$ cat src/rtl/icap_reboot_ctl.sv
// Warm-boot (IPROG) sequencer for the Spartan-6 ICAP with sw/button request arbitration.
// Optional button debounce: define ICAP_REBOOT_DEBOUNCE_EN.
module icap_reboot_ctl #(
    parameter int          HOLDOFF_W    = 20,
    parameter logic [23:0] REGULAR_ADDR = 24'h370000,
    parameter logic [23:0] RESCUE_ADDR  = 24'h050000,
    parameter logic [7:0]  OPCODE       = 8'h00
`ifdef ICAP_REBOOT_DEBOUNCE_EN
    ,
    parameter int          DEBOUNCE_W   = 20
`endif
) (
    input  logic        sys_clk,
    input  logic        sys_rst_n,
    input  logic        sw_req,
    input  logic [23:0] sw_addr,
    input  logic        btn_req,
    input  logic        btn_rescue,
    input  logic        icap_busy,
    output logic        icap_ce_n,
    output logic        icap_write_n,
    output logic [15:0] icap_d,
    output logic        busy,
    output logic        done
);

    typedef enum logic [3:0] {
        ST_WAIT   = 4'd0,
        ST_IDLE   = 4'd1,
        ST_DUMMY  = 4'd2,
        ST_SYNC1  = 4'd3,
        ST_SYNC2  = 4'd4,
        ST_GEN1_C = 4'd5,
        ST_GEN1_D = 4'd6,
        ST_GEN2_C = 4'd7,
        ST_GEN2_D = 4'd8,
        ST_CMD    = 4'd9,
        ST_IPROG  = 4'd10,
        ST_NOP    = 4'd11,
        ST_DONE   = 4'd12
    } state_t;

    localparam logic [HOLDOFF_W-1:0] HOLD_ONE = {{(HOLDOFF_W-1){1'b0}}, 1'b1};

    // ICAP expects each byte presented MSB-first on the LSB pin.
    function automatic logic [15:0] bit_swap(input logic [15:0] w);
        logic [15:0] r;
        r = 16'h0000;
        for (int i = 0; i < 8; i++) begin
            r[i]     = w[7-i];
            r[8+i]   = w[15-i];
        end
        return r;
    endfunction

    state_t                state_r, next_s, adv_s;
    logic [HOLDOFF_W-1:0]  hold_cnt_r;
    logic [1:0]            btn_sync_r, rescue_sync_r;
    logic                  btn_edge_s, btn_rescue_s;
    logic                  pend_r, accept_s;
    logic [23:0]           addr_r, accept_addr_s;
    logic [15:0]           word_s, d_s;
    logic                  in_seq_s, ce_n_s, busy_s, done_s;

    // Power-up holdoff counter, saturates once its MSB sets
    always_ff @(posedge sys_clk or negedge sys_rst_n) begin
        if (!sys_rst_n) begin
            hold_cnt_r <= '0;
        end else if (!hold_cnt_r[HOLDOFF_W-1]) begin
            hold_cnt_r <= hold_cnt_r + HOLD_ONE;
        end
    end

    // Two-flop synchronizers for the raw button inputs
    always_ff @(posedge sys_clk or negedge sys_rst_n) begin
        if (!sys_rst_n) begin
            btn_sync_r    <= 2'b00;
            rescue_sync_r <= 2'b00;
        end else begin
            btn_sync_r    <= {btn_sync_r[0], btn_req};
            rescue_sync_r <= {rescue_sync_r[0], btn_rescue};
        end
    end

`ifdef ICAP_REBOOT_DEBOUNCE_EN
    localparam logic [DEBOUNCE_W-1:0] DEB_ONE = {{(DEBOUNCE_W-1){1'b0}}, 1'b1};

    logic [DEBOUNCE_W-1:0] deb_cnt_r;
    logic                  deb_tick_s, deb_tick_d_r;
    logic                  btn_deb_r, btn_deb_prev_r, rescue_deb_r;

    assign deb_tick_s = &deb_cnt_r;

    // Free-running tick counter; button levels are only sampled on a tick
    always_ff @(posedge sys_clk or negedge sys_rst_n) begin
        if (!sys_rst_n) begin
            deb_cnt_r      <= '0;
            deb_tick_d_r   <= 1'b0;
            btn_deb_r      <= 1'b0;
            btn_deb_prev_r <= 1'b0;
            rescue_deb_r   <= 1'b0;
        end else begin
            deb_cnt_r    <= deb_cnt_r + DEB_ONE;
            deb_tick_d_r <= deb_tick_s;
            if (deb_tick_s) begin
                btn_deb_r      <= btn_sync_r[1];
                btn_deb_prev_r <= btn_deb_r;
                rescue_deb_r   <= rescue_sync_r[1];
            end
        end
    end

    assign btn_edge_s   = deb_tick_d_r & btn_deb_r & ~btn_deb_prev_r;
    assign btn_rescue_s = rescue_deb_r;
`else
    logic btn_prev_r;

    // Previous synchronized button level for rising-edge detection
    always_ff @(posedge sys_clk or negedge sys_rst_n) begin
        if (!sys_rst_n) begin
            btn_prev_r <= 1'b0;
        end else begin
            btn_prev_r <= btn_sync_r[1];
        end
    end

    assign btn_edge_s   = btn_sync_r[1] & ~btn_prev_r;
    assign btn_rescue_s = rescue_sync_r[1];
`endif

    // Request arbitration: first accepted request wins, sw beats btn on a tie
    always_comb begin
        accept_s      = 1'b0;
        accept_addr_s = addr_r;
        if ((state_r == ST_WAIT || state_r == ST_IDLE) && !pend_r) begin
            if (sw_req) begin
                accept_s      = 1'b1;
                accept_addr_s = sw_addr;
            end else if (btn_edge_s) begin
                accept_s      = 1'b1;
                accept_addr_s = btn_rescue_s ? RESCUE_ADDR : REGULAR_ADDR;
            end else begin
                accept_s      = 1'b0;
            end
        end else begin
            accept_s = 1'b0;
        end
    end

    // Pending request flag and latched flash address
    always_ff @(posedge sys_clk or negedge sys_rst_n) begin
        if (!sys_rst_n) begin
            pend_r <= 1'b0;
            addr_r <= 24'h000000;
        end else if (accept_s) begin
            pend_r <= 1'b1;
            addr_r <= accept_addr_s;
        end else if (state_r == ST_IDLE && pend_r) begin
            pend_r <= 1'b0;
        end
    end

    // FSM next state and command word selection
    always_comb begin
        next_s   = state_r;
        adv_s    = state_r;
        word_s   = 16'hFFFF;
        in_seq_s = 1'b0;
        case (state_r)
            ST_WAIT:   next_s = hold_cnt_r[HOLDOFF_W-1] ? ST_IDLE : ST_WAIT;
            ST_IDLE:   next_s = pend_r ? ST_DUMMY : ST_IDLE;
            ST_DUMMY:  begin in_seq_s = 1'b1; word_s = 16'hFFFF;               adv_s = ST_SYNC1;  end
            ST_SYNC1:  begin in_seq_s = 1'b1; word_s = 16'hAA99;               adv_s = ST_SYNC2;  end
            ST_SYNC2:  begin in_seq_s = 1'b1; word_s = 16'h5566;               adv_s = ST_GEN1_C; end
            ST_GEN1_C: begin in_seq_s = 1'b1; word_s = 16'h3261;               adv_s = ST_GEN1_D; end
            ST_GEN1_D: begin in_seq_s = 1'b1; word_s = addr_r[15:0];           adv_s = ST_GEN2_C; end
            ST_GEN2_C: begin in_seq_s = 1'b1; word_s = 16'h3281;               adv_s = ST_GEN2_D; end
            ST_GEN2_D: begin in_seq_s = 1'b1; word_s = {OPCODE, addr_r[23:16]}; adv_s = ST_CMD;   end
            ST_CMD:    begin in_seq_s = 1'b1; word_s = 16'h30A1;               adv_s = ST_IPROG;  end
            ST_IPROG:  begin in_seq_s = 1'b1; word_s = 16'h000E;               adv_s = ST_NOP;    end
            ST_NOP:    begin in_seq_s = 1'b1; word_s = 16'h2000;               adv_s = ST_DONE;   end
            ST_DONE:   next_s = ST_DONE;
            default:   next_s = ST_WAIT;
        endcase
        if (in_seq_s && !icap_busy) begin
            next_s = adv_s;
        end else begin
            next_s = next_s;
        end
    end

    // Output values for the next cycle; a BUSY stall holds the data word
    always_comb begin
        ce_n_s = 1'b1;
        d_s    = 16'hFFFF;
        busy_s = 1'b0;
        done_s = 1'b0;
        if (in_seq_s) begin
            busy_s = 1'b1;
            if (!icap_busy) begin
                ce_n_s = 1'b0;
                d_s    = bit_swap(word_s);
            end else begin
                ce_n_s = 1'b1;
                d_s    = icap_d;
            end
        end else if (state_r == ST_DONE) begin
            busy_s = 1'b1;
            done_s = 1'b1;
        end else if (state_r == ST_IDLE && pend_r) begin
            busy_s = 1'b1;
        end else begin
            busy_s = 1'b0;
        end
    end

    // State register
    always_ff @(posedge sys_clk or negedge sys_rst_n) begin
        if (!sys_rst_n) begin
            state_r <= ST_WAIT;
        end else begin
            state_r <= next_s;
        end
    end

    // Registered ICAP pins and status
    always_ff @(posedge sys_clk or negedge sys_rst_n) begin
        if (!sys_rst_n) begin
            icap_ce_n    <= 1'b1;
            icap_write_n <= 1'b1;
            icap_d       <= 16'hFFFF;
            busy         <= 1'b0;
            done         <= 1'b0;
        end else begin
            icap_ce_n    <= ce_n_s;
            icap_write_n <= ce_n_s;
            icap_d       <= d_s;
            busy         <= busy_s;
            done         <= done_s;
        end
    end

endmodule
$ cat config.mk
export PLATFORM = sky130hd
export DESIGN_NAME = icap_reboot_ctl
export DESIGN_NICKNAME = d
export VERILOG_FILES = /design/src/rtl/icap_reboot_ctl.sv
export SDC_FILE = /design/constraint.sdc
export NUM_CORES = 1
export LEC_CHECK = 0
export CAP_MARGIN = 10
export CORE_UTILIZATION = 50
export CTS_CLUSTER_DIAMETER = 40
export DETAILED_ROUTE_END_ITERATION = 10
export HOLD_SLACK_MARGIN = 0.08
export PLACE_DENSITY = 0.75
export SLEW_MARGIN = 5
export SYNTH_ARGS = -nofsm -noshare
export SYNTH_HDL_FRONTEND = slang
export SYNTH_SLANG_ARGS = --single-unit
export TNS_END_PERCENT = 50
$ cat constraint.sdc
create_clock -name sys_clk -period 2.8 [get_ports sys_clk]
set_input_delay 0.56 -clock sys_clk [delete_from_list [all_inputs] [get_ports sys_clk]]
set_output_delay 0.56 -clock sys_clk [all_outputs]
set_load 0.02 [all_outputs]
# Word level (Yosys, flattened, before mapping)
# Index checks and enable logic that the tools add are counted.
# totals
regBits	73
elab_cells	67
out_inout_bits	20
input_bits	30
# op_classes
n_addsub	1
bitwise	2
reduce_logical	12
n_eq_ne	15
muxes	25
# ops
cell	count
case mux 16 bit (9 select lines)	1
2-to-1 mux 24 bit	2
case mux 4 bit (10 select lines)	1
2-to-1 mux 16 bit	2
2-to-1 mux 22 bit	1
adder 20 x 1 -> 20 bit, second input constant	1
equality test 4 bit, second input constant	5
2-to-1 mux 20 bit	1
equality test 4 x 3 -> 1 bit, second input constant	4
case mux 4 bit (4 select lines)	1
2-to-1 mux 1 bit	14
!= test 11 x 1 -> 1 bit, second input constant	1
OR reduction 10 bit	1
equality test 4 x 2 -> 1 bit, second input constant	2
equality test 4 x 1 -> 1 bit, second input constant	1
logical NOT 4 bit	1
2-to-1 mux 4 bit	1
nonzero test 2 bit	2
logical AND 1 bit	3
AND reduction 3 bit	1
logical NOT 1 bit	2
2-to-1 mux 2 bit	1
!= test 2 x 1 -> 1 bit, second input constant	1
!= test 2 bit, second input constant	1
other kinds (4)	4

# Longest topological paths before layout
# Gate-level depths: netlist (run 1).
# depth
word_depth	6
ltp_mapped	6
depth_no_buf	5

# Worst setup path before layout (run 1)
# No wires, ideal clock.
# synth_timing
path_type	input to register
startpoint	input port sw_req
endpoint	register addr_r[17]
required_ns	2.723
t_arrival_ns	1.406
n_path_buf	3
path_slack_ns	1.317
path_stages	6
setup_time_ns	0.077
cell_sequence	clkbuf_1 -> o211ai_1 -> buf_2 -> buf_6 -> nand2_1 -> o21ai_1
# synth_via
elab_chain_cells	3
elab_cells_between_ends	5
classes_between	3 x mux; 2 x reduce/logical
# synth_lines
item	line_no	rtl
start: declaration	15	input logic sw_req,
2-to-1 mux 1 bit	136	if (sw_req) begin
2-to-1 mux 1 bit	135	if ((state_r == ST_WAIT || state_r == ST_IDLE) && !pend_r) begin
AND reduction 3 bit (no line)	-	
end signal: assignment	157	addr_r <= accept_addr_s;
end: declaration	61	logic [23:0] addr_r, accept_addr_s;
# Several ways; a longest one is shown, not always the timed one.
# A chain may end at the register's enable or synchronous reset.

# Final worst setup path (run 1)
# layout_timing
startpoint	register icap_d[1]
endpoint	output port icap_d[1]
# layout_lines
item	line_no	rtl
start: declaration	22	output logic [15:0] icap_d,
start signal: assignment	237	icap_d <= d_s;
# No word-level cell between the ends.

==> results of run 1 <==
-- kinds of logic (layout without fill, tap and decap cells) --
logic type / Yosys count / count (layout) / share of synthesized area, %
flip-flops: 73 / 73 / 55.5
adder cells (fa/ha/maj): 1 / 1 / 0.376
multiplexers: 3 / 3 / 0.978
AND/OR/NAND/NOR: 128 / 128 / 18.2
XOR/XNOR: 18 / 18 / 4.74
buffers and inverters: 27 / 76 / 4.25
AO/OA/AOI/OAI: 82 / 82 / 15.9
-- synthesized netlist by cell type (all sizes together), types with 2 or more instances --
| master | count | area share, % |
|---|---|---|
| a21o | 2 | 0.45 |
| a21oi | 12 | 1.8 |
| a2bb2oi | 10 | 2.6 |
| a32oi | 3 | 0.79 |
| and2 | 2 | 0.38 |
| and3 | 5 | 0.98 |
| and4 | 2 | 0.53 |
| buf | 13 | 2.6 |
| clkbuf | 10 | 1.2 |
| dfrtp | 56 | 42 |
| dfstp | 17 | 13 |
| inv | 4 | 0.45 |
| mux2 | 2 | 0.68 |
| nand2 | 69 | 7.8 |
| nand2b | 5 | 0.94 |
| nand3 | 7 | 1.1 |
| nand4 | 7 | 1.3 |
| nor2 | 14 | 1.6 |
| nor2b | 6 | 1.1 |
| nor3 | 5 | 1.1 |
| o21ai | 37 | 5.6 |
| o22a | 4 | 1.1 |
| o311ai | 2 | 0.53 |
| or3 | 2 | 0.38 |
| xnor2 | 13 | 3.4 |
| xor2 | 5 | 1.3 |
-- registers in the layout, summed over array words and instances (netlist names) --
signal / count
addr_r: 24
hold_cnt_r: 20
icap_d: 16
state_r: 4
btn_sync_r: 2
rescue_sync_r: 2
btn_prev_r: 1
busy: 1
done: 1
icap_write_n: 1
pend_r: 1
-- worst max-delay path by stage --
stage | to | cells past startpoint
final | icap_d[1] | 1
after global routing | icap_d[14] | 4
after CTS | icap_d[13] | 1
after detailed placement | icap_d[9] | 4
after global placement | icap_d[15] | 4
after floorplan | addr_r[17] | 6
-- through the flow --
stage          setup slack (ns)  util, %  hold slack [ns]
3_3_place_gp              0.822     60.1            0.334
2_1_floorplan              1.32        -            0.264
5_1_grt                   0.607     62.6            0.179
6_report                  0.735     62.6            0.154
4_1_cts                   0.728     62.6            0.159
3_5_place_dp              0.781     60.1            0.336
-- layout make-up --
cell class / instances / area [um2]
fillers: 543 / 2390
flip-flops and latches: 73 / 1850
multi-input cells: 232 / 1340
repair buffers: 56 / 538
clock buffers: 10 / 128
well taps: 77 / 96.3
clock inverters: 6 / 36.3
inverters: 4 / 15.0
-- worst reg2reg max path: cells and delay by family (launching register included) --
kind / cells / cell delay, ns
multiplexers: 1 / 0.39
AND/OR/NAND/NOR: 2 / 0.81
flip-flops: 1 / 0.63
AO/OA/AOI/OAI: 1 / 0.13
-- power by group through the flow --
stage / Combinational (W) / Clock, W / Sequential [W]
after global placement: 0.00134 / 0 / 0.00176
final: 0.00137 / 0.000702 / 0.00175
after CTS: 0.00138 / 0.000717 / 0.00175
after detailed placement: 0.00137 / 0 / 0.00176
after floorplan: 0.000869 / 0 / 0.00177
after global routing: 0.00152 / 0.000763 / 0.00180
-- layer usage --
layer  vias up  GRT usage [%]
met3         6           4.85
met1      1206           33.4
met5         -              0
met4         0           7.40
li1       1235              -
met2        57           31.3
==> metrics, run 1 <==
status complete, no violations; Int Pwr 0.00240 W; Required @ worst endpoint 2.24 ns; post-CTS setup buffers 0; number of nets in the layout 407; routed wire length 6920 um; R2R Path End icap_d[14]; Area Overhead vs Synth 20.2%; WS Path Type flip-flop to output pin; DIE WIDTH 83.6 um; clock skew after layout 0.00689 ns; fin area 4000 um2; Crit. Startpoint icap_d[1]; Tightest Hold Check Type input port to asynchronous set/reset pin; max_cap viols 0; reg-to-reg slack, setup 0.76 ns; Reg2Reg Depth 4; Avg Cell Area, Syn 10.0 um2; relative slew slack 43.9%; share of cells above drive strength 1 12.1%; met2 WL 3150 um; WL met3 294 um; antenna viol nets, final 0; top cell family by delay on the critical path buffers and inverters; # rows 29; CP max stage delay 0.62 ns; clock-pin slew of the registers on the worst-case setup and hold paths 0.08 ns; global placer's final weighted congestion 0.847; hpwl dp 4940 um; M1 wire length 3380 um; die boundary height 83.6 um; LEAKAGE 1.72 nW; Buf/Inv on CP 1; drt drc 0; DR top layer met4; mean routed wirelength per cell 15.1 um; CTS tree done; Via Count 2,504; antenna diode count 0; Synth Cell Area 3330 um2; Iteration-0 DRC Markers 175; Crit. End Element output pin; Seq/Total Area, Yosys 55.5%; Post-synth EDFFs 0; clk sinks 73; initial antenna violation count 0; DRT Pass-1 Iters 6; first-pass GRT wire length 12,200 um; post_cts resized 0; Slew Limit Fails 0; Switch Pwr 0.00142 W; hold_buf cts 0; worst r2r src state_r[3]; largest net degree at the start of global routing 49; crit-path max FO 2; clk_lat worst skew 0.34 ns; core area 6390 um2; H-tree Lvls 3; Bufs on Longest Clock Path 2; Overflow after GRT 0; crit path cell chain clkdlybuf4s50_1; Non-Filler Instances 458; Arr. time, crit path 1.50 ns; critical path startpoint category flip-flop; CTS buffer count 9; placed cell areas 3830 um2; RSZ-0062 raised after global routing false; Initial Util 52.1%; Port Buffers 49; clock period minus worst slack 2.06 ns; Overall Power 0.00383 W; setup_tns 0 ns; I/O Pins 50; Max VDD drop 573 uV; power density over cell area 957 nW/um2; number of synthesis warnings 0; Die ar. 6980 um2; vias in the first global route 2,464; total track usage 22.0%; most frequent cells in the layout nand2_1 (69), dfrtp_1 (56), clkdlybuf4s50_1 (48); root buf cell clkbuf_8; commonest non-fill, non-tap cell in the layout nand2_1; worst slew pin tran 0.841 ns; placed cell count 442; count of different cell masters after synthesis 50; Final period util 73.7%; Net Sw Frac 37.2%; clock network power share 18.3%; Yosys reg bits 73; combinational power share 35.9%; final hold violations 0; Top FF cell, synth dfrtp_1; Final setup viols 0; drt via density 5.47; Post-Synthesis Cells 332; Post-synth ARST share 100%; FMAX 484 MHz; sequential share of power 45.8%; syn_nets 363; crit path max-delay cell type clkdlybuf4s50_1
Power figures use the tool's default switching activity.
==> run 2, diff against run 1 <==
==> constraint.sdc (replaced) <==
create_clock -name sys_clk -period 1.95 [get_ports sys_clk]
set_input_delay 0.39 -clock sys_clk [delete_from_list [all_inputs] [get_ports sys_clk]]
set_output_delay 0.39 -clock sys_clk [all_outputs]
set_load 0.02 [all_outputs]
==> metrics, run 2 (synthesized netlist as in run 1, its figures left out) <==
status complete, no violations; mean routed wirelength per cell 15.0 um; Die ar. 6980 um2; placed cell count 453; largest net degree at the start of global routing 30; initial antenna violation count 0; final cell utilization of the core 65.4%; WS Path Type flip-flop to output pin; max reg flops 24; pre-CTS setup slack 0.168 ns; number of nets in the layout 419; core area 6390 um2; RSZ-0062 raised after global routing false; power density over cell area 1430 nW/um2; top cell family by delay on the critical path buffers and inverters; Buf/Inv on CP 1; post-CTS setup buffers 0; Final setup viols 0; I/O Pins 50; Max VDD drop 986 uV; HP Start rescue_sync_r[0]; fillers 522; Via Count 2,584; Port Buffers 49; die boundary height 83.6 um; antenna viol nets, final 0; drt drc 0; clock period minus worst slack 1.90 ns; Final period util 97.3%; Tightest Hold Check Type flip-flop to flip-flop; Required @ worst endpoint 1.56 ns; DIE WIDTH 83.6 um; commonest non-fill, non-tap cell in the layout nand2_1; Multi-input gate area 1340 um2; CTS buffer count 9; placed cell areas 3940 um2; Overflow after GRT 0; share of cells above drive strength 1 14.2%; setup_tns 0 ns; LEAKAGE 1.81 nW; Arr. time, crit path 1.51 ns; global placer's final weighted congestion 0.823; crit path cell chain clkdlybuf4s50_1; post_cts resized 0; DRT Pass-1 Iters 4; clock-pin slew of the registers on the worst-case setup and hold paths 0.07 ns; clk sinks 73; vias in the first global route 2,633; relative slew slack 62.0%; root buf cell clkbuf_8; CP max stage delay 0.62 ns; Slew Limit Fails 0; crit path max-delay cell type clkdlybuf4s50_1; total track usage 22.9%; FF/Latch Area 1850 um2; Area Overhead vs Synth 25.5%; CTS tree done; # rows 29; critical path startpoint category flip-flop; Bufs on Longest Clock Path 2; hpwl dp 5180 um; Non-Filler Instances 470; top flop regs addr_r x24, hold_cnt_r x20, icap_d x16; Iteration-0 DRC Markers 183; Initial Util 52.1%; FMAX 527 MHz; fin area 4180 um2; routed wire length 7050 um; worst r2r src state_r[2]; drt via density 5.50; final setup margin 0.0529 ns; crit-path max FO 2; max_cap viols 0; Crit. End Element output pin; H-tree Lvls 3; clk_lat worst skew 0.35 ns; most frequent cells in the layout nand2_1 (69), dfrtp_1 (56), clkdlybuf4s50_1 (48); clock skew after layout 0.0116 ns; first-pass GRT wire length 12,600 um; Biggest register addr_r; hold_buf cts 1; final hold violations 0; worst slew pin tran 0.570 ns; antenna diode count 0; Crit. Startpoint icap_d[8]
[run 2: cell count changes in the layout (fill, tap and decap cells not counted), moves of 2 or more]
cell / delta
buf_12: +2
buf_4: +9
bufinv_16: +2
clkinv_2: -4
[run 2: final timing paths]
kind / endpoint / slack (ns) / cells after the start
setup / recovery: icap_d[8] / 0.05 / 1
hold / removal: rescue_sync_r[1] / 0.35 / 0
setup reg to reg: icap_d[14] / 0.19 / 4
hold reg to reg: rescue_sync_r[1] / 0.35 / 0
max in group asynchronous: icap_write_n / 0.78 / 3
min in group asynchronous: hold_cnt_r[17] / 0.54 / 2
[run 2: where the power goes]
group	internal (W)	switching, W
Sequential	0.00210	0.000413
Combinational	0.00101	0.00114
Clock	0.000761	0.000545
[run 2: layer usage]
| metal | wire length [um] | vias up | part of all wire, % | track usage [%] |
|---|---|---|---|---|
| met2 | 3200 | 66 | 45 | 33.9 |
| met3 | 296 | 19 | 4.2 | 5.24 |
| met5 | 0 | - | 0 | 0 |
| met1 | 3280 | 1239 | 47 | 31.6 |
| li1 | - | 1260 | - | - |
| met4 | 272 | 0 | 3.9 | 11.7 |
[run 2: layout make-up]
class / count / area share (%)
Clock inverter: 4 / 1.86
Clock buffer: 12 / 3.48
Inverter: 4 / 0.360
Timing Repair Buffer: 68 / 15.7
Sequential cell: 73 / 44.3
Tap cell: 77 / 2.31
Multi-Input combinational cell: 232 / 32.0
[run 2: worst register-to-register path, stage by stage (launching register included)]
cell and delay (ns):
dfrtp_1 0.67, nand2b_1 0.30, nor2_1 0.27, a21oi_1 0.15, mux2_2 0.29
[run 2: metrics by stage]
stage	hold slack (ns)	power [W]
final	0.354	0.00596
after detailed placement	0.342	0.00467
after floorplan	0.0944	0.00380
after CTS	0.359	0.00600
after global placement	0.335	0.00461
after global routing	0.362	0.00636
==> run 3, diff against run 2 <==
--- a/config.mk
+++ b/config.mk
@@ -6,11 +6,13 @@
 export NUM_CORES = 1
 export LEC_CHECK = 0
 export CAP_MARGIN = 10
+export CORE_ASPECT_RATIO = 2
 export CORE_UTILIZATION = 50
 export CTS_CLUSTER_DIAMETER = 40
 export DETAILED_ROUTE_END_ITERATION = 10
 export HOLD_SLACK_MARGIN = 0.08
 export PLACE_DENSITY = 0.75
+export SETUP_SLACK_MARGIN = 0.4
 export SLEW_MARGIN = 5
 export SYNTH_ARGS = -nofsm -noshare
 export SYNTH_HDL_FRONTEND = slang
==> metrics, run 3 (synthesized netlist as in run 1, its figures left out) <==
DRT Pass-1 Iters 4; Required @ worst endpoint 1.56 ns; commonest non-fill, non-tap cell in the layout nand2_1; top flop regs addr_r x24, hold_cnt_r x20, icap_d x16; Slew Limit Fails 0; FMAX 639 MHz; CP max stage delay 0.52 ns; WHS 0.0614 ns; Overflow after GRT 0; Port Buffers 49; crit path max-delay cell type dfstp_2; Final setup viols 0; Via Count 2,579; max_cap viols 0; worst slew pin tran 0.429 ns; die boundary height 117 um; routed wire length 7200 um; Final period util 80.2%; largest net degree at the start of global routing 74; Buf/Inv on CP 1; clock period minus worst slack 1.56 ns; critical path startpoint category flip-flop; Iteration-0 DRC Markers 126; crit-path max FO 2; hold_buf cts 0; max reg flops 24; status complete, no violations; placed cell count 457; Initial Util 52.3%; final hold violations 0; H-tree Lvls 3; global placer's final weighted congestion 0.862; placed cell areas 3930 um2; hpwl dp 5110 um; fin area 4250 um2; Arr. time, crit path 1.17 ns; Bufs on Longest Clock Path 2; power density over cell area 1430 nW/um2; drt via density 5.42; total track usage 23.2%; Tightest Hold Check Type input port to asynchronous set/reset pin; Area Overhead vs Synth 27.9%; top cell family by delay on the critical path flip-flops; core area 6360 um2; share of cells above drive strength 1 18.7%; LEAKAGE 1.85 nW; final cell utilization of the core 66.9%; WS Path Type flip-flop to output pin; antenna diode count 0; CTS tree done; crit path cell chain dlygate4sd2_1; most frequent cells in the layout nand2_1 (68), dfrtp_1 (52), o21ai_0 (28), clkdlybuf4s50_1 (28), dfstp_2 (17); clk sinks 73; Crit. End Element output pin; relative slew slack 71.1%; first-pass GRT wire length 12,100 um; DIE WIDTH 59.7 um; Max VDD drop 673 uV; number of nets in the layout 416; Non-Filler Instances 476; # rows 41; initial antenna violation count 0; antenna viol nets, final 0; clk_lat worst skew 0.33 ns; CTS buffer count 9; RSZ-0062 raised after global routing true; mean routed wirelength per cell 15.1 um; I/O Pins 50; clock skew after layout 0.00353 ns; root buf cell clkbuf_16; clock-pin slew of the registers on the worst-case setup and hold paths 0.05 ns; setup_tns 0 ns; vias in the first global route 2,597; Die ar. 7000 um2; Biggest register addr_r; drt drc 0; reg-to-reg slack, setup 0.44 ns
-- run 3: changes by cell type in the layout (fill, tap and decap cells not counted), sizes merged --
cell           before  now
dlygate4sd3         1    0
dlymetal6s2s        0    1
clkinv              2    1
clkbuf             12   16
clkdlybuf4s50      48   28
dlygate4sd2         0    5
buf                19   16
clkdlybuf4s15       0   13
clkinvlp            0    1
bufinv              2    0
-- run 3: worst paths after layout --
check | to | depth (start not counted) | startpoint
max in group asynchronous | icap_d[13] | 2 | sys_rst_n
worst min register to register | rescue_sync_r[1] | 0 | rescue_sync_r[0]
worst max-delay path | icap_d[1] | 1 | icap_d[1]
worst max register to register | icap_d[3] | 4 | state_r[2]
min in group sys_clk | rescue_sync_r[1] | 0 | rescue_sync_r[0]
worst min-delay path | state_r[1] | 2 | sys_rst_n
-- run 3: timing repair --
item,CTS,global route
setup buffers,0,3
gates resized for setup,44,14
endpoints found under the setup margin,28,57
-- run 3: cell type report --
| cell class | instances | area [um2] |
|---|---|---|
| clock inverters | 2 | 12.5 |
| well taps | 86 | 108 |
| repair buffers | 65 | 654 |
| flip-flops and latches | 73 | 1850 |
| multi-input cells | 232 | 1350 |
| inverters | 4 | 15.0 |
| fillers | 555 | 2110 |
| clock buffers | 14 | 264 |
-- run 3: worst register-to-register path, delay by kind of cell, from the launching register on --
family / cells / cell delay [ns]
compound gates: 3 / 0.62
flops: 1 / 0.47
simple gates: 1 / 0.37
-- run 3: where the power goes --
part           switching, W  leakage, nW  internal, W
clock              0.000578        0.133     0.000928
combinational       0.00116        0.820     0.000964
sequential         0.000355        0.894      0.00210
total               0.00210         1.85      0.00400
-- run 3: per-layer routing --
layer	track usage, %	up-vias	part of all wire [%]
met5	0	-	0
met4	14.1	0	4.3
met3	3.86	24	2.8
met2	37.6	59	53
met1	27.5	1245	40
li1	-	1251	-
-- run 3: per-stage QoR --
step / setup slack (ns) / total power [W]
after floorplan: 0.484 / 0.00380
after CTS: 0.306 / 0.00607
after global placement: 0.265 / 0.00456
final: 0.385 / 0.00609
after global routing: 0.347 / 0.00647
after detailed placement: 0.253 / 0.00461
==> RTL change: new RTL, settings of run 2 <==
Build with the macro `ICAP_REBOOT_DEBOUNCE_EN` defined.
--- a/src/rtl/icap_reboot_ctl.sv
+++ b/src/rtl/icap_reboot_ctl.sv
@@ -2,2 +2,4 @@
 // Optional button debounce: define ICAP_REBOOT_DEBOUNCE_EN.
+`define ICAP_REBOOT_DEBOUNCE_EN
+
 module icap_reboot_ctl #(
Behaviour: no difference found for any inputs over 10 cycles, from zero or initial values and one cycle with sys_rst_n low; that may be too few to reach the edited logic, so the function may still have changed.
==> RTL change against run 2 <==
Sequential cell count grew 23; design area grew 28%; synthesized area grew 32%; total power shrank 23%; setup slack is essentially flat; die area grew 31%; routed wire length grew 24%; sequential power shrank 3%; largest cell class unchanged; largest power group unchanged.
==> RTL change: results (changes against run 2) <==
Clock tree
  – Clk_lat worst skew: 0.36 ns
  – Clk root buf: clkbuf_8
  – CTS Buf Count: 9 (unchanged)
  – Clock-pin slew on the worst setup and hold paths: 0.10 ns (+0.03 ns)
  – H-tree lvl count: 3 (unchanged)

Drt
  – DR pass1 iterations: 4 (unchanged)
  – DR vias: 3212 (+24%)
  – Iter 0 DRT Violations: 139 (-24%)
  – WL final: 8.77 mm (+24%)
  – Via density per instance: 5.43 (-1.3%)

Final layout
  – Fillers: 696 (+33%)
  – Share of cells above drive strength 1: 13.3% (-0.90 points)
  – Biggest regs: addr_r (24), deb_cnt_r (20), hold_cnt_r (20)
  – Antenna cells: 0 (unchanged)
  – Fin nets: 519 (+24%)

Setup path
  – Reg2Reg Setup Slack: 0.05 ns (-0.14 ns)
  – Worst Path Arrival: 2.20 ns (+0.69 ns)
  – Maximum fanout along the worst path: 7 (+5)
  – Worst Setup SP: state_r[2]$_DFFE_PN0P_

Timing
  – Slew @ Worst Pin: 0.589 ns (+0.0193 ns)
  – Min Hold Slack: 0.356 ns (+0.00226 ns)
  – Clock skew: 0.0132 ns (+0.00166 ns)

Placed design
  – Placer Congestion: 0.864 (+5.0%)
  – HPWL after DPL: 6.29 mm (+22%)
  – # placed instances: 575 (+27%)

Logic synthesis
  – Synth top area cells: dfrtp_1, dfstp_2, nand2_1
  – Synth cell types: 48 (-4.0%)
  – Synth top cells by count: dfrtp_1, nand2_1, o21ai_0, xnor2_1, a21oi_1
  – Share of the yosys chip area belonging to registers: 55.1% (-0.46 points)
  – Synth Area in Compound Gates: 11.7% (-4.2 points)
  – Fraction of the mapped netlist area in adder cells: 1.99% (+1.6 points)
  – Mux share of post-synthesis cell area: 3.81% (+2.8 points)
  – Syn nets: 462 (+27%)
  – XOR/XNOR Fraction of Synth Area: 7.17% (+2.4 points)
  – Post-Syn Area per Cell: 10.4 sq um (+3.3%)
  – Top FF cell, synth: dfrtp_1

Global route
  – Vias in the first global route: 3085 (+17%)
  – First-pass GRT wire length: 14.4 mm (+15%)
  – Largest net degree at the start of global routing: 49 (+63%)
  – Tot GR Track Use: 20.7% (-2.2 points)

Worst hold path
  – Min-delay src: rescue_sync_r[0]$_DFF_PN0_
  – Hold Crit Class: reg -> reg

Power
  – Peak supply drop: 0.000491 V (-50%)
  – Lkg Pwr: 2.35 nW (+30%)

Status
  – Status: complete, no violations
[RTL change: changes by cell type after synthesis, moves of 8 or more]
cell,before,now
a2bb2oi_1,10,0
o21ai_1,9,0
dfrtp_1,56,79
nor3_1,3,12
xnor2_1,13,29
nand3_1,7,16
o21ai_0,28,36
mux2_1,0,9
and3_1,4,12
a21oi_1,12,28
[RTL change: final timing paths]
check                                             end  depth (start not counted)
max in group asynchronous       icap_d[7]$_DFFE_PN1P_                          3
min in group asynchronous              done$_DFF_PN0_                          2
max                             icap_d[2]$_DFFE_PN1P_                          6
max reg2reg                     icap_d[2]$_DFFE_PN1P_                          6
min                        rescue_sync_r[1]$_DFF_PN0_                          0
min reg2reg                rescue_sync_r[1]$_DFF_PN0_                          0
[RTL change: worst max-delay path, stage by stage (launching register included)]
cell and delay (ns):
dfrtp_1 0.40, inv_1 0.11, ha_2 0.42, a21o_1 0.13, a22oi_1 0.11, a311o_1 0.37
mux2_1 0.29
[RTL change: per-layer routing]
layer  vias up  wire length, um  GRT usage (%)
met3        14              408           5.53
met2        78             4180           34.0
met4         0              148           6.72
met5         -                0              0
li1       1577                -              -
met1      1543             4040           26.7
[RTL change: power by group]
part	total (mW)	switching [mW]	leakage, nW	internal (mW)
Combinational	0.763	0.435	1.02	0.329
Clock	1.43	0.707	0.113	0.719
Sequential	2.43	0.169	1.21	2.26
Total	4.62	1.31	2.35	3.31
[RTL change: repair_timing]
item / 4_1_cts / 5_1_grt
pin swaps: 0 / 1
endpoints found under the hold margin: 19 / 0
resized for setup: 1 / 8
hold buffers: 1 / 0
gates cloned: 0 / 0
buffers inserted: 0 / 0
setup endpoints to repair: 4 / 32
[RTL change: area by class of cell]
cell class / instances / area (sq um) / share of cell area [%]
Sequential cell: 96 / 2420 / 45.2
Clock inverter: 4 / 56.3 / 1.05
Timing Repair Buffer: 72 / 708 / 13.2
Tap cell: 105 / 131 / 2.45
Multi-Input combinational cell: 294 / 1840 / 34.3
Inverter: 9 / 33.8 / 0.630
Clock buffer: 12 / 166 / 3.11
[RTL change: per-stage QoR]
stage | TNS [ns] | worst slack, ns | power [mW] | util (%) | area, sq um
2_1_floorplan | 0 | 0.0813 | 2.88 | - | 4400
3_3_place_gp | 0 | 0.0957 | 3.18 | 60.9 | 5100
3_5_place_dp | 0 | 0.0125 | 3.21 | 60.9 | 5100
4_1_cts | 0 | 0.0237 | 4.65 | 63.7 | 5340
5_1_grt | -0.00731 | -0.00731 | 4.88 | 63.9 | 5360
6_report | 0 | 0.0527 | 4.62 | 63.9 | 5360
[RTL change: cells by family (layout without fill, tap and decap cells)]
group,after synthesis,count (layout)
AND/OR/NAND/NOR,151,151
adder cells (fa/ha/maj),7,7
flip-flops,96,96
XOR/XNOR,36,36
buffers and inverters,35,97
AO/OA/AOI/OAI,85,85
multiplexers,15,15
